<file path="src/rtl/regfile_param_if.sv">
// Bus between writeback/decode and the parametrised register file.
// Carries the write port, both read ports and the clear-engine status.
interface regfile_param_if #(
  parameter int XLEN  = 32,
  parameter int NREGS = 32
);
  localparam int AW = $clog2(NREGS);

  logic            ready;
  logic            we;
  logic [AW-1:0]   waddr;
  logic [XLEN-1:0] wdata;
  logic [AW-1:0]   ra1;
  logic [XLEN-1:0] rd1;
  logic [AW-1:0]   ra2;
  logic [XLEN-1:0] rd2;
  logic [AW-1:0]   clr_idx;

  modport master (
    output we, waddr, wdata, ra1, ra2,
    input  ready, rd1, rd2, clr_idx
  );

  modport slave (
    input  we, waddr, wdata, ra1, ra2,
    output ready, rd1, rd2, clr_idx
  );
endinterface

</file>
<file path="src/rtl/regfile_param.sv">
// Parametrised 2-read/1-write register file with a sequential clear engine
// that zeroes one register per cycle after reset before accepting writes.
module regfile_param #(
  parameter int XLEN     = 32,
  parameter int NREGS    = 32,
  parameter int ZERO_REG = 1,
  parameter int BYPASS   = 1
) (
  input  logic            clk,
  input  logic            rst,
  regfile_param_if.slave  bus
);
  localparam int AW = $clog2(NREGS);
  localparam logic [AW-1:0] LAST_IDX = AW'(NREGS - 1);

  typedef enum logic {
    CLEAR = 1'b0,
    RUN   = 1'b1
  } state_t;

  state_t          state;
  state_t          next_state;
  logic [AW-1:0]   clr_idx;
  logic [XLEN-1:0] regs [NREGS];
  logic            clr_last;
  logic            wr_zero;
  logic            write_ok;
  logic [XLEN-1:0] rd1;
  logic [XLEN-1:0] rd2;

  assign clr_last = (clr_idx == LAST_IDX);
  assign wr_zero  = (ZERO_REG != 0) && (bus.waddr == '0);
  assign write_ok = (state == RUN) && bus.we && !wr_zero;

  always_ff @(posedge clk) begin
    if (rst) begin
      state <= CLEAR;
    end else begin
      state <= next_state;
    end
  end

  always_comb begin
    next_state = state;
    case (state)
      CLEAR:   if (clr_last) next_state = RUN;
      RUN:     next_state = RUN;
      default: next_state = CLEAR;
    endcase
  end

  // The pointer wraps to 0 on the last clear so it reads 0 throughout RUN.
  always_ff @(posedge clk) begin
    if (rst) begin
      clr_idx <= '0;
    end else if (state == CLEAR) begin
      clr_idx <= clr_last ? '0 : clr_idx + AW'(1);
    end
  end

  // Storage has no reset; the clear engine owns it until RUN.
  always_ff @(posedge clk) begin
    if (!rst) begin
      if (state == CLEAR) begin
        regs[clr_idx] <= '0;
      end else if (write_ok) begin
        regs[bus.waddr] <= bus.wdata;
      end
    end
  end

  // Zero-register override wins over the bypass path.
  function automatic logic [XLEN-1:0] read_port(
    input logic [AW-1:0]   addr,
    input logic            running,
    input logic            wr_ok,
    input logic [AW-1:0]   wr_addr,
    input logic [XLEN-1:0] wr_data,
    input logic [XLEN-1:0] stored
  );
    logic [XLEN-1:0] data;
    data = stored;
    if (!running) begin
      data = '0;
    end else if ((ZERO_REG != 0) && (addr == '0)) begin
      data = '0;
    end else if ((BYPASS != 0) && wr_ok && (wr_addr == addr)) begin
      data = wr_data;
    end
    return data;
  endfunction

  always_comb begin
    rd1 = '0;
    rd2 = '0;
    rd1 = read_port(bus.ra1, state == RUN, write_ok, bus.waddr, bus.wdata,
                    regs[bus.ra1]);
    rd2 = read_port(bus.ra2, state == RUN, write_ok, bus.waddr, bus.wdata,
                    regs[bus.ra2]);
  end

  assign bus.rd1     = rd1;
  assign bus.rd2     = rd2;
  assign bus.ready   = (state == RUN);
  assign bus.clr_idx = clr_idx;
endmodule

</file>
<file path="src/flat_wrapper.sv">
// flat-port wrapper written by rule: the top's interface ports become plain ports
module regfile_param_flat 
#(
  parameter int XLEN     = 32,
  parameter int NREGS    = 32,
  parameter int ZERO_REG = 1,
  parameter int BYPASS   = 1
)
  (clk, rst, bus_we, bus_waddr, bus_wdata, bus_ra1, bus_ra2, bus_ready, bus_rd1, bus_rd2, bus_clr_idx);
  regfile_param_if #(.XLEN(XLEN), .NREGS(NREGS)) bus_i ();
  input  logic clk;
  input  logic rst;
  input wire logic [$bits(bus_i.we)-1:0] bus_we;
  input wire logic [$bits(bus_i.waddr)-1:0] bus_waddr;
  input wire logic [$bits(bus_i.wdata)-1:0] bus_wdata;
  input wire logic [$bits(bus_i.ra1)-1:0] bus_ra1;
  input wire logic [$bits(bus_i.ra2)-1:0] bus_ra2;
  output wire logic [$bits(bus_i.ready)-1:0] bus_ready;
  output wire logic [$bits(bus_i.rd1)-1:0] bus_rd1;
  output wire logic [$bits(bus_i.rd2)-1:0] bus_rd2;
  output wire logic [$bits(bus_i.clr_idx)-1:0] bus_clr_idx;
  assign bus_i.we = bus_we;
  assign bus_i.waddr = bus_waddr;
  assign bus_i.wdata = bus_wdata;
  assign bus_i.ra1 = bus_ra1;
  assign bus_i.ra2 = bus_ra2;
  assign bus_ready = bus_i.ready;
  assign bus_rd1 = bus_i.rd1;
  assign bus_rd2 = bus_i.rd2;
  assign bus_clr_idx = bus_i.clr_idx;
  regfile_param #(.XLEN(XLEN), .NREGS(NREGS), .ZERO_REG(ZERO_REG), .BYPASS(BYPASS)) u_core (.clk(clk), .rst(rst), .bus(bus_i));
endmodule
</file>
<file path="config.mk">
export PLATFORM = sky130hd
export DESIGN_NAME = regfile_param_flat
export DESIGN_NICKNAME = d
export VERILOG_FILES = /design/src/rtl/regfile_param_if.sv /design/src/rtl/regfile_param.sv /design/src/flat_wrapper.sv
export SDC_FILE = /design/constraint.sdc
export NUM_CORES = 1
export LEC_CHECK = 0
export CAP_MARGIN = 20
export CORE_ASPECT_RATIO = 0.75
export CORE_MARGIN = 2
export CORE_UTILIZATION = 40
export DETAILED_ROUTE_END_ITERATION = 8
export PLACE_DENSITY = 0.61
export SYNTH_ARGS = -nofsm -noshare
export SYNTH_HDL_FRONTEND = slang
export SYNTH_SLANG_ARGS = --single-unit
</file>
<file path="constraint.sdc">
create_clock -name clk -period 9.3 [get_ports clk]
set_clock_uncertainty 0.15 [all_clocks]
set_input_delay 0.93 -clock clk [delete_from_list [all_inputs] [get_ports clk]]
set_output_delay 0.93 -clock clk [all_outputs]
set_load 0.01 [all_outputs]
</file>
Word level (Yosys, flattened, before mapping)

Memory sizes are Yosys's and may differ from the RTL's.
Cells that the tools add are included.

Equality and inequality tests: 3
Multiply operators: 0
Reductions and logical operators: 9
Order comparisons: 0
Shifts and indexed selects: 0
Bitwise logic cells: 1
Divide/modulo/power cells: 0
Add/subtract/negate cells: 1
Mux-type cells: 19

Operators by type and width:

| kind                                         | count |
|---|---|
| 2-to-1 mux 32 bit                            | 7 |
| OR reduction 32 bit                          | 1 |
| zero test 5 bit                              | 3 |
| equality test 5 bit                          | 2 |
| 2-to-1 mux 5 bit                             | 2 |
| 2-to-1 mux 1 bit                             | 9 |
| adder 5 x 1 -> 5 bit (second input constant) | 1 |
| equality test 5 bit (second input constant)  | 1 |
| logical AND 1 bit                            | 4 |
| case mux 1 bit (2 select lines)              | 1 |
| zero test 1 bit                              | 1 |
| NOT 1 bit                                    | 1 |

Bits in read-only memories: 0
Bits in latches: 0
Output and inout port bits: 70
Memories kept: 1
Word-level logic and storage cells: 36
Register bits after elaboration: 6
Input port bits: 50
Memory bits (writable): 1024

Memories:

| name        | words | bits a word | read ports | clocked after memory_dff | write ports | line                | source |
|---|---|---|---|---|---|---|---|
| u_core.regs | 32    | 32          | 2          | 0                        | 1           | regfile_param.sv:24 | `logic [XLEN-1:0] regs [NREGS];` |

Logic depth before layout (Yosys ltp)

Depth after elaboration: 9
Mapped depth: 10
Mapped depth without buffers: 6

Least setup slack after synthesis

No wires, ideal clock.

Path type: input port to flip-flop
Start point: input port bus_waddr[4]
End point: memory u_core.regs[12][0] (enable)
Required time: 8.648 ns
Data arrival time: 5.437 ns
Slack: 3.211 ns
Cell stages on the path: 6
Setup time: 0.502 ns
Path buffers: 2
Path through: buf_2 > or4_1 > buf_2 > o2111a_1 > mux2_2 > nor4_1

Word-level cells in the longest chain between the ends: 9
Elaborated cells between the ends (all ways): 10
Those cells by class: 6 x mux; 4 x reduce/logical

RTL lines:

| what                                                           | line                | source |
|---|---|---|
| start, declared                                                | flat_wrapper.sv:14  | `input wire logic [$bits(bus_i.waddr)-1:0] bus_waddr;` |
| zero test 5 bit                                                | regfile_param.sv:32 | `assign wr_zero = (ZERO_REG != 0) && (bus.waddr == '0);` |
| zero test 1 bit                                                | regfile_param.sv:33 | `assign write_ok = (state == RUN) && bus.we && !wr_zero;` |
| logical AND 1 bit                                              | regfile_param.sv:33 |  |
| 2-to-1 mux 1 bit                                               | regfile_param.sv:66 | `end else if (write_ok) begin` |
| 2-to-1 mux 1 bit                                               | regfile_param.sv:64 | `if (state == CLEAR) begin` |
| 2-to-1 mux 1 bit                                               | regfile_param.sv:63 | `if (!rst) begin` |
| 2-to-1 mux 1 bit (implied by the code)                         | regfile_param.sv:67 | `regs[bus.waddr] <= bus.wdata;` |
| OR reduction 32 bit (no line)                                  | --                  |  |
| 2-to-1 mux 5 bit (no line) or 2-to-1 mux 1 bit (tied branches) | --                  |  |
| end, declared                                                  | regfile_param.sv:24 |  |

Parallel ways exist; a longest one is shown, timed or not.

Worst setup path in the final report

Start point: input port bus_ra1[1]
End point: output port bus_rd1[9]

Word-level cells in the longest chain between the ends: 5
Elaborated cells between the ends (all ways): 7
Those cells by class: 1 x eq/ne; 3 x mux; 2 x reduce/logical; 1 x memory

RTL lines:

| what                                                                         | line                | source |
|---|---|---|
| start, declared                                                              | flat_wrapper.sv:16  | `input wire logic [$bits(bus_i.ra1)-1:0] bus_ra1;` |
| parallel branches: the longest is 3 deep, another holds memory (32 x 32 bit) | --                  |  |
| 2-to-1 mux 32 bit *                                                          | regfile_param.sv:85 | `end else if ((ZERO_REG != 0) && (addr == '0)) begin` |
| 2-to-1 mux 32 bit *                                                          | regfile_param.sv:83 | `if (!running) begin` |
| end, declared                                                                | flat_wrapper.sv:19  | `output wire logic [$bits(bus_i.rd1)-1:0] bus_rd1;` |

Mark *: on every way between the ends.

==> results_dict.tcl <==
set metrics [dict create \
    cts.hold.buffers_added 0 \
    drive_above_1_share_pct 30.42 \
    maxCapViolCount 0 \
    whs_path_depth 2 \
    num-fill-cells 9877 \
    numCtsBuffers 96 \
    synthMuxAreaShare_pct 25.44 \
    yosysTopAreaCellShare_pct 63.94 \
    synth_cells 2442 \
    dp_hpwl_um 88540 \
    r2r_slack_ns 5.06 \
    critPathSlowestCell "buf_4" \
    synth_xor_xnor_area_share_pct 0.1821 \
    slew_violations 0 \
    synth_fa_ha_area_share_pct 0.05204 \
    tightest_slew_ns 1.160 \
    hold_violations 0 \
    die_h_um 304.3 \
    criticalPathCategory "in2out" \
    critPathLaunchType "input port" \
    viasPerCell 6.840 \
    vdd_drop_max_v 0.0001550 \
    grt_max_degree 91 \
    wl_per_cell_um 37.29 \
    critical_path_buf_inv_count 3 \
    power_density_nw_per_um2 177.7 \
    critical_path.top_delay_family "buffers and inverters" \
    drc 0 \
    ys_warn_count 0 \
    endpoint_kind "primary output" \
    hp-class "reg2reg" \
    rsz0062_at_grt "false" \
    startpoint "bus_ra1[1]" \
    dieArea_um2 123000 \
    drtPass1Iterations 5 \
    cts.htree.levels 3 \
    vias 28610 \
    cp.required_ns 8.22 \
    setup_tns_ns 0 \
    ff_latch_area_um2 30870 \
    multi_input_area_um2 16590 \
    synth-simple-area-share_pct 2.865 \
    cts_num_sinks 1030 \
    cts_setup_buffers 0 \
    synthArstFlopShare_pct 0 \
    place.port_buffers 119 \
    synth_nets 2494 \
    die_w_um 404.4 \
    synth_area_leaders "edfxtp_1 (64%), mux4_2 (24%), a211oi_1 (1.5%)" \
    synth_compound_area_share_pct 5.305 \
    core_area_um2 119600 \
    min_from "u_core.bus.clr_idx[3]$_SDFFE_PP0N_" \
    clockRootBuffer "clkbuf_16" \
    final_nets 2593 \
    track_usage_pct 25.21 \
    routed_wl_um 156000 \
    grt_first_pass_wirelength_um 219100 \
    cts-resized-gates 0 \
    layout_worst_path_cycle_share_pct 65.52 \
    fmax_mhz 164.1 \
    synth_top_area_cell "edfxtp_1" \
    finalPower_w 0.009754 \
    area_growth_pct 14.17 \
    dr.first_iter.drc_count 4523 \
    layout_min_cycle_time_ns 6.093 \
    clk_pin_slew_worst_paths_ns 0.06 \
    cp_data_arrival_time_ns 5.01 \
    netlist_area_um2 48090 \
    status "complete, no violations" \
    synth_edf_count 1024 \
    syn_avg_cell_area_um2 19.69 \
    clk_latency_ns 0.68 \
    slew_headroom_pct 22.66 \
    critical_path.max_stage_delay_ns 0.94 \
    first_global_vias 28480 \
    yosysSeqAreaShare_pct 64.19 \
    start_util_pct 40.21 \
    setup_viol 0 \
    overflow 0 \
    ioPinCount 120 \
    row_count 110 \
    antenna_found_initial 5 \
    yosysUniqueCellTypes 43 \
    r2r-start "u_core.bus.ready$_SDFF_PP0_" \
    crit_path_max_fanout 74 \
    reg2reg_depth 5 \
    ys.flop_type "edfxtp_1" \
    cp.depth 7 \
    cts_tree "yes" \
    crit_chain "buf_8, buf_4, or2_2, o22ai_1, nor3_1, a221o_1, clkdlybuf4s50_1" \
    p_leak_nw 18.66 \
    gp_congestion 0.8310 \
    synth_seq_cells 1030 \
    antenna_left 0 \
    cts_max_path_buffers 3 \
    synth_top_family_by_area "multiplexers" \
]
final timing paths:
| check | to |
|---|---|
| min reg2reg | u_core.bus.clr_idx[3]$_SDFFE_PP0N_ |
| max reg2reg | u_core.regs[15][20]$_DFFE_PP_ |
| max | bus_rd1[9] |
| min | u_core.bus.clr_idx[3]$_SDFFE_PP0N_ |
registers in the layout, indices dropped and copies added (netlist names):
register            count
u_core.bus.clr_idx      5
u_core.bus.ready        1
u_core.regs          1024
cell type report:
type | count | area share (%)
Antenna cell | 2 | 0.009115
Clock buffer | 124 | 4.722
Sequential cell | 1030 | 56.22
Inverter | 8 | 0.05469
Timing Repair Buffer | 212 | 4.163
Multi-Input combinational cell | 1193 | 30.22
Clock inverter | 46 | 1.030
Tap cell | 1568 | 3.573
cell families after synthesis:
kind of cell	after synthesis
AOI/OAI and AO/OA	340
buffers and inverters	219
adders and majority gates	2
and+or+nand+nor	259
xor gates and xnor gates	10
DFF	1030
muxes	582
worst reg2reg max path, cell delays in order (launching register included):
cell      delay, ns
dfxtp_1        0.91
o2111a_2       1.13
mux2_2         0.55
nand2b_4       0.24
nor2_4         0.23
buf_4          0.63
Yosys cell counts, types with 2 or more instances:
| library cell | count |
|---|---|
| edfxtp_1 | 1024 |
| mux4_2 | 512 |
| clkbuf_1 | 113 |
| a211oi_1 | 98 |
| buf_2 | 74 |
| mux2i_1 | 68 |
| nor2b_1 | 67 |
| o22ai_1 | 64 |
| a221o_1 | 63 |
| a22oi_1 | 60 |
| nor2_1 | 46 |
| nand2_1 | 41 |
| a21oi_1 | 38 |
| nor3_1 | 36 |
| and2_1 | 32 |
| buf_1 | 17 |
| nand2b_1 | 13 |
| xnor2_1 | 10 |
| inv_1 | 8 |
| buf_4 | 6 |
| dfxtp_1 | 6 |
| a31oi_1 | 5 |
| nand3_1 | 5 |
| nor4_1 | 4 |
| nor4b_1 | 4 |
| o21ai_0 | 3 |
| or2_2 | 3 |
| and3_1 | 2 |
| ha_1 | 2 |
| mux2_2 | 2 |
| o2111a_1 | 2 |
| o311ai_1 | 2 |
| or4_1 | 2 |
report_power, final:
group	total [W]	internal, W	leakage [nW]	switching, W
combinational	0.000607	0.000242	6.05	0.000365
clock	0.00408	0.00232	1.53	0.00176
sequential	0.00507	0.00506	11.1	0.0000126
total	0.00975	0.00762	18.7	0.00214
metrics by stage:
| stage | cells | setup slack, ns | utilization [%] | hold slack, ns | instance area, um2 |
|---|---|---|---|---|---|
| after CTS | 4158 | 3.271 | 45.49 | 0.4251 | 54400 |
| final | 4183 | 3.207 | 45.91 | 0.4341 | 54910 |
| after global routing | 4181 | 3.016 | 45.90 | 0.4700 | 54900 |
| after global placement | 3986 | 3.228 | 42.82 | 0.4046 | 51220 |
| after detailed placement | 3988 | 3.292 | 42.85 | 0.4145 | 51240 |
| after floorplan | 2442 | 3.211 | - | 0.4019 | 48090 |
layer usage:
metal  global-route usage, %  wire (um)
met2                   35.52      67110
met1                   37.96      63910
met4                   6.803       4266
met5                       0          7
met3                   7.689      20680
cell usage in the layout (no fill, tap or decap), types with 41 or more instances in the layout:
cell type,synthesis,routed
mux4_2,512,512
nand2_1,41,41
clkdlybuf4s50_1,0,111
a211oi_1,98,98
mux2i_1,68,68
a22oi_1,60,60
o22ai_1,64,64
edfxtp_1,1024,1024
buf_4,6,68
clkbuf_16,0,101
a221o_1,63,63
nor2b_1,67,65
Note: power is estimated with default switching activity, not from simulation.
